### src/rtl/st_sample_packer.sv
// st_sample_packer
// Packs a stream of 16-bit samples into 32-bit Avalon-ST words, two samples
// per word with the earlier sample in the upper half. Samples are grouped
// into packets of PKT_SAMPLES; an odd-length packet ends with a half-filled
// word flagged with out_empty = 2.
module st_sample_packer #(
  parameter int PKT_SAMPLES = 256
) (
  input  logic        clk,
  input  logic        reset_n,
  input  logic        in_valid,
  input  logic [15:0] in_data,
  output logic        in_ready,
  output logic        out_valid,
  output logic [31:0] out_data,
  input  logic        out_ready,
  output logic        out_startofpacket,
  output logic        out_endofpacket,
  output logic [1:0]  out_empty
);

  // Index of the final sample in a packet; the index counter is 16 bits
  // wide so it covers the full legal PKT_SAMPLES range.
  localparam logic [15:0] LAST_IDX = 16'(PKT_SAMPLES - 1);

  // EMPTY: no sample waiting for a partner; HALF: one sample held.
  typedef enum logic {
    EMPTY = 1'b0,
    HALF  = 1'b1
  } state_t;

  state_t      state;
  logic [15:0] idx;
  logic [15:0] hold;

  logic        half;
  logic        last_sample;
  logic        accept;
  logic        load;

  logic [31:0] next_data;
  logic [1:0]  next_empty;
  logic        next_eop;
  logic        next_sop;

  assign half        = (state == HALF);
  assign last_sample = (idx == LAST_IDX);

  // A sample can be taken whenever it will not produce a word, or the
  // output register is free / being drained this cycle.
  assign in_ready = ~out_valid | out_ready | (~half & ~last_sample);
  assign accept   = in_valid & in_ready;
  assign load     = accept & (half | last_sample);

  // Build the word that would be loaded if the current sample is accepted.
  always_comb begin
    // NOTE: every always_comb output gets a default first so no path can
    // leave it unassigned and infer a latch.
    next_data  = {in_data, 16'h0000};
    next_empty = 2'd2;
    next_eop   = 1'b1;
    next_sop   = (idx == 16'd0);
    if (half) begin
      next_data  = {hold, in_data};
      next_empty = 2'd0;
      next_eop   = last_sample;
      // The held sample sits one index behind the current one, so the word
      // starts the packet exactly when the current sample is index 1.
      next_sop   = (idx == 16'd1);
    end
  end

  // Input side: sample index, pairing state and holding register.
  always_ff @(posedge clk or negedge reset_n) begin
    if (!reset_n) begin
      // NOTE: sequential state uses non-blocking assignments so every
      // register samples values from before the clock edge.
      state <= EMPTY;
      idx   <= 16'd0;
      hold  <= 16'h0000;
    end else if (accept) begin
      idx <= last_sample ? 16'd0 : idx + 16'd1;
      if (half) begin
        state <= EMPTY;
      end else if (!last_sample) begin
        state <= HALF;
        hold  <= in_data;
      end
    end
  end

  // Output register: load replaces the word (even while draining), a drain
  // with no load empties it, otherwise the word is held stable.
  always_ff @(posedge clk or negedge reset_n) begin
    if (!reset_n) begin
      out_valid         <= 1'b0;
      out_data          <= 32'h0000_0000;
      out_startofpacket <= 1'b0;
      out_endofpacket   <= 1'b0;
      out_empty         <= 2'd0;
    end else if (load) begin
      out_valid         <= 1'b1;
      out_data          <= next_data;
      out_startofpacket <= next_sop;
      out_endofpacket   <= next_eop;
      out_empty         <= next_empty;
    end else if (out_valid && out_ready) begin
      // Payload is left in place after a drain; only valid qualifies it.
      out_valid <= 1'b0;
    end
  end

endmodule

### config.mk
export PLATFORM = sky130hd
export DESIGN_NAME = st_sample_packer
export DESIGN_NICKNAME = d
export VERILOG_FILES = /design/src/rtl/st_sample_packer.sv
export SDC_FILE = /design/constraint.sdc
export NUM_CORES = 1
export LEC_CHECK = 0
export BUFFER_PORTS_ARGS = -buffer_cell sky130_fd_sc_hd__buf_2
export CAP_MARGIN = 10
export CORE_MARGIN = 2
export CORE_UTILIZATION = 45
export DETAILED_ROUTE_END_ITERATION = 16
export PLACE_DENSITY = 0.81
export SLEW_MARGIN = 20
export SYNTH_ARGS = -nofsm -noshare
export SYNTH_HDL_FRONTEND = slang
export SYNTH_SLANG_ARGS = --single-unit
export TNS_END_PERCENT = 100
### constraint.sdc
create_clock -name clk -period 2.1 [get_ports clk]
set_input_delay 0 -clock clk [delete_from_list [all_inputs] [get_ports clk]]
set_output_delay 0 -clock clk [all_outputs]
set_load 0.02 [all_outputs]
; ---- Word-level counts from Yosys, hierarchy flattened
; Index checks and enable logic that the tools add are counted.
[word_totals]
regBits = 70
[classes]
add_sub_neg = 1
n_eq_ne = 2
n_mux = 9
bitwise_logic = 9
n_reduce_logical = 4
[op_table]
columns = cell, n
row1 = $mux W32, 1
row2 = $add A16 B1 Y16 const B, 1
row3 = $eq A16 B1 Y1 const B, 1
row4 = $eq A16 B8 Y1 const B, 1
row5 = $logic_not A16 Y1, 1
row6 = $mux W16, 1
row7 = $mux W1, 6
row8 = $and A1 B1 Y1, 3
row9 = $not A1 Y1, 3
row10 = $or A1 B1 Y1, 3
row11 = $reduce_and A3 Y1, 1
row12 = $mux W2, 1
row13 = $reduce_bool A2 Y1, 1
row14 = $logic_and A1 B1 Y1, 1

; ---- Depth between registers and ports, before layout
[depth]
depth_word = 7
mapped_depth = 8
mapped_depth_nobuf = 6

; ---- Worst setup path before layout
; Ideal clock, no wire load.
[synth_path]
path_kind = register to register
startpoint = register idx[14]
endpoint = register hold[0]
setup_time_ns = 0.125
arrival_time_ns = 2.171
t_required_ns = 1.975
path_slack_ns = -0.196
path_stages_with_launch = 7
path_buffers = 2
synth_period_minus_slack_ns = 2.296
path_cell_list = dfrtp_1 > or4_4 > or4_1 > buf_6 > nand2_4 > buf_6 > mux2_2
[synth_via]
elab_chain_len = 6
[synth_lines]
columns = element, line
row1 = "start, declared", 33  ; logic [15:0] idx;
row2 = "start signal, assigned", 82  ; idx <= last_sample ? 16'd0 : idx + 16'd1;
row3 = $eq A16 B8 Y1 *, 47  ; assign last_sample = (idx == LAST_IDX);
row4 = $not A1 Y1 (no source line) *, -
row5 = $and A1 B1 Y1, 51  ; assign in_ready = ~out_valid | out_ready | (~half & ~last_sample);
row6 = $or A1 B1 Y1, 51
row7 = $and A1 B1 Y1, 52  ; assign accept = in_valid & in_ready;
row8 = $reduce_and A3 Y1 (no source line) *, -
row9 = "end signal, assigned", 87  ; hold <= in_data;
row10 = "end, declared", 34  ; logic [15:0] hold;
; Every way passes the cells marked *; elsewhere a longest branch is shown, timed or not.
; A chain may end at the register's enable or synchronous reset.

; ---- Worst setup path after layout
[layout_path]
startpoint = register idx[11]
endpoint = register hold[12]
; Same word-level chain as after synthesis.

==> metrics.yaml <==
syn_nets: 268
dp.cells: 384
multi_input_area_sq_um: 1240
die_w_microns: 85.1
skew_ns: 0.00950
antenna_found_initial: 0
clk_pin_slew_ns: 0.07
avgSynthCellArea_sq_um: 12.1
tns_ns: -3.46
grt_pass1_vias: 2354
grt_pass1_wl_microns: 11200
antenna_cells: 0
drv_cap: 0
syn_area_sq_um: 2960
critPathTopFamily: "simple AND/OR/NAND/NOR gates"
final_util_pct: 62.5
whs_ns: 0.0610
final_common_cell: "dfrtp_1"
cp-end-kind: "flop"
insertion_delay_ns: 0.34
drt_wl_total_microns: 6950
fin_ws_ns: -0.130
synth-seq-cells: 69
path_cells: "or4_4 > or4_4 > nand2_4 > mux2_2"
vias: 2281
report.final.slew_viol_count: 0
fin_nets: 362
relSlewSlack_pct: 57.1
ant_nets: 0
rsz0062_at_grt: "true"
cts-root-buf: "clkbuf_8"
die_h_microns: 85.1
pin_count: 58
synthArstFlopShare_pct: 100
max_freq_ghz: 0.448
drc: 0
setup_violations: 45
hpwl_microns: 4160
p_leak_nw: 1.96
synthCells: 245
crit_top_cell: "or4_4"
tightest_slew_ns: 0.639
pre_cts_ws_ns: -0.160
timing.final.hold_violations: 0
drtPass1Iterations: 4
cts_sinks: 69
cp_slowest_cell: "or4_4"
ys_warn_count: 0
hold_class: "in2reg"
critical_path_class: "reg2reg"
powerDensity_nw_per_um2: 1290
tritoncts: "done"
final_area_sq_um: 3970
status: "complete, but fails checks"
regArea_sq_um: 1730
cp_data_required_time_ns: 2.32
clock_path_buffers: 2
initial_core_util_pct: 46.7
core_area_sq_um: 6350
grt_max_degree: 70
placed_area_sq_um: 3480
cp_slowest_stage_delay_ns: 0.66
drt_iter0_drc: 162
gr-total-overflow: 0
fillers: 453
min_period_ns: 2.23
finalPower_mw: 5.10
drive_gt1_share_pct: 36.0
synth_cell_types: 39
layout_common_cells: "69 x dfrtp_1, 56 x buf_2, 23 x nand2_1, 18 x o21ai_0, 18 x buf_4"
cp_num_buf_inv: 0
io_buffers: 56
cp-start-kind: "flop"
via_per_inst: 5.42
area_growth_pct: 34.0
finalCritPeriodShare_pct: 106
rows: 29
fin_cells: 421
place_congestion: 0.877
synth_seq_area_share_pct: 58.3
cts_buffers: 9
synth-main-ff-cell: "dfrtp_1"
cts_htree_levels: 3
vdd_ir_drop_max_v: 0.00119
synth_edf_count: 0
cp_data_arrival_time_ns: 2.45
die_area_sq_um: 7250
routedWlPerCell_microns: 16.5
grt_usage_pct: 19.6
failed_checks: "negative setup slack"
cp_max_fo: 8
[synthesized netlist by cell type, drive strengths merged, types with 3 or more instances]
library cell   n  share of area [%]
clkbuf         6               0.76
a22o          16                4.7
mux2          18                6.8
xor2           3               0.89
xnor2          7                2.1
nand3         10                1.7
mux2i         17                5.7
nor2           8                1.0
nand4          3               0.63
inv            3               0.38
or4            3                1.0
and2           3               0.63
o21ai         23                3.9
ha             3                1.3
buf            7                1.8
dfrtp         69                 58
nand2         24                3.3
and3           4               0.84
[worst reg2reg max path, stage by stage (launching register included)]
cell and delay, ns:
dfrtp_1 0.38, or4_4 0.54, or4_4 0.66, nand2_4 0.18, mux2_2 0.35
[cell families (layout without fill, tap and decap cells)]
| logic type | Yosys count | count (layout) | share of synthesized area (%) |
|---|---|---|---|
| mux | 35 | 35 | 12.6 |
| fa+ha+maj | 3 | 3 | 1.27 |
| flops | 69 | 69 | 58.3 |
| xor+xnor | 10 | 10 | 2.96 |
| compound gates | 47 | 47 | 10.8 |
| simple gates | 64 | 65 | 11.0 |
| other cells | 1 | 1 | 0.127 |
| buf+inv | 16 | 114 | 2.96 |
[registers in the layout (all words and copies together), names as in the netlist]
name	count
out_data	32
hold	16
idx	16
half	1
out_empty	1
out_endofpacket	1
out_startofpacket	1
out_valid	1
[path summary, 6_finish.rpt]
| path | endpoint | slack [ns] | startpoint | cells after the start |
|---|---|---|---|---|
| worst max-delay path | hold[12] | -0.13 | idx[11] | 4 |
| worst min-delay path | out_valid | 0.06 | out_ready | 3 |
| worst max register to register | hold[12] | -0.13 | idx[11] | 4 |
| worst min register to register | out_startofpacket | 0.48 | out_startofpacket | 2 |
| max in group asynchronous | idx[14] | 1.60 | reset_n | 3 |
| min in group asynchronous | out_data[4] | 0.20 | reset_n | 3 |
[power breakdown]
| group | internal, mW | switching (mW) |
|---|---|---|
| Combinational | 0.777 | 1.00 |
| Sequential | 1.79 | 0.315 |
| Clock | 0.730 | 0.488 |
[final cells by class]
| type | count | share of cell area [%] |
|---|---|---|
| inverters | 3 | 0.284 |
| clock inverters | 4 | 1.76 |
| well taps | 77 | 2.43 |
| flip-flops and latches | 69 | 43.5 |
| clock buffers | 12 | 3.91 |
| multi-input cells | 161 | 31.4 |
| repair buffers | 95 | 16.8 |
[per-layer routing]
layer	part of all wire (%)	global-route usage [%]	wire (microns)	up-vias
li1	-	-	-	1057
met1	41	23.6	2830	1133
met2	52	33.8	3610	75
met3	4.8	4.28	335	16
met4	2.5	8.23	172	0
met5	0	0	0	-
[what timing repair did]
item | in CTS | in global routing
hold endpoints to repair | 111 | 0
hold buffers | 17 | 0
setup buffers | 2 | 1
endpoints found under the setup margin | 58 | 60
cloned | 0 | 1
pin swaps | 2 | 3
resized for setup | 4 | 11
Note: power is estimated with default switching activity, not from simulation.
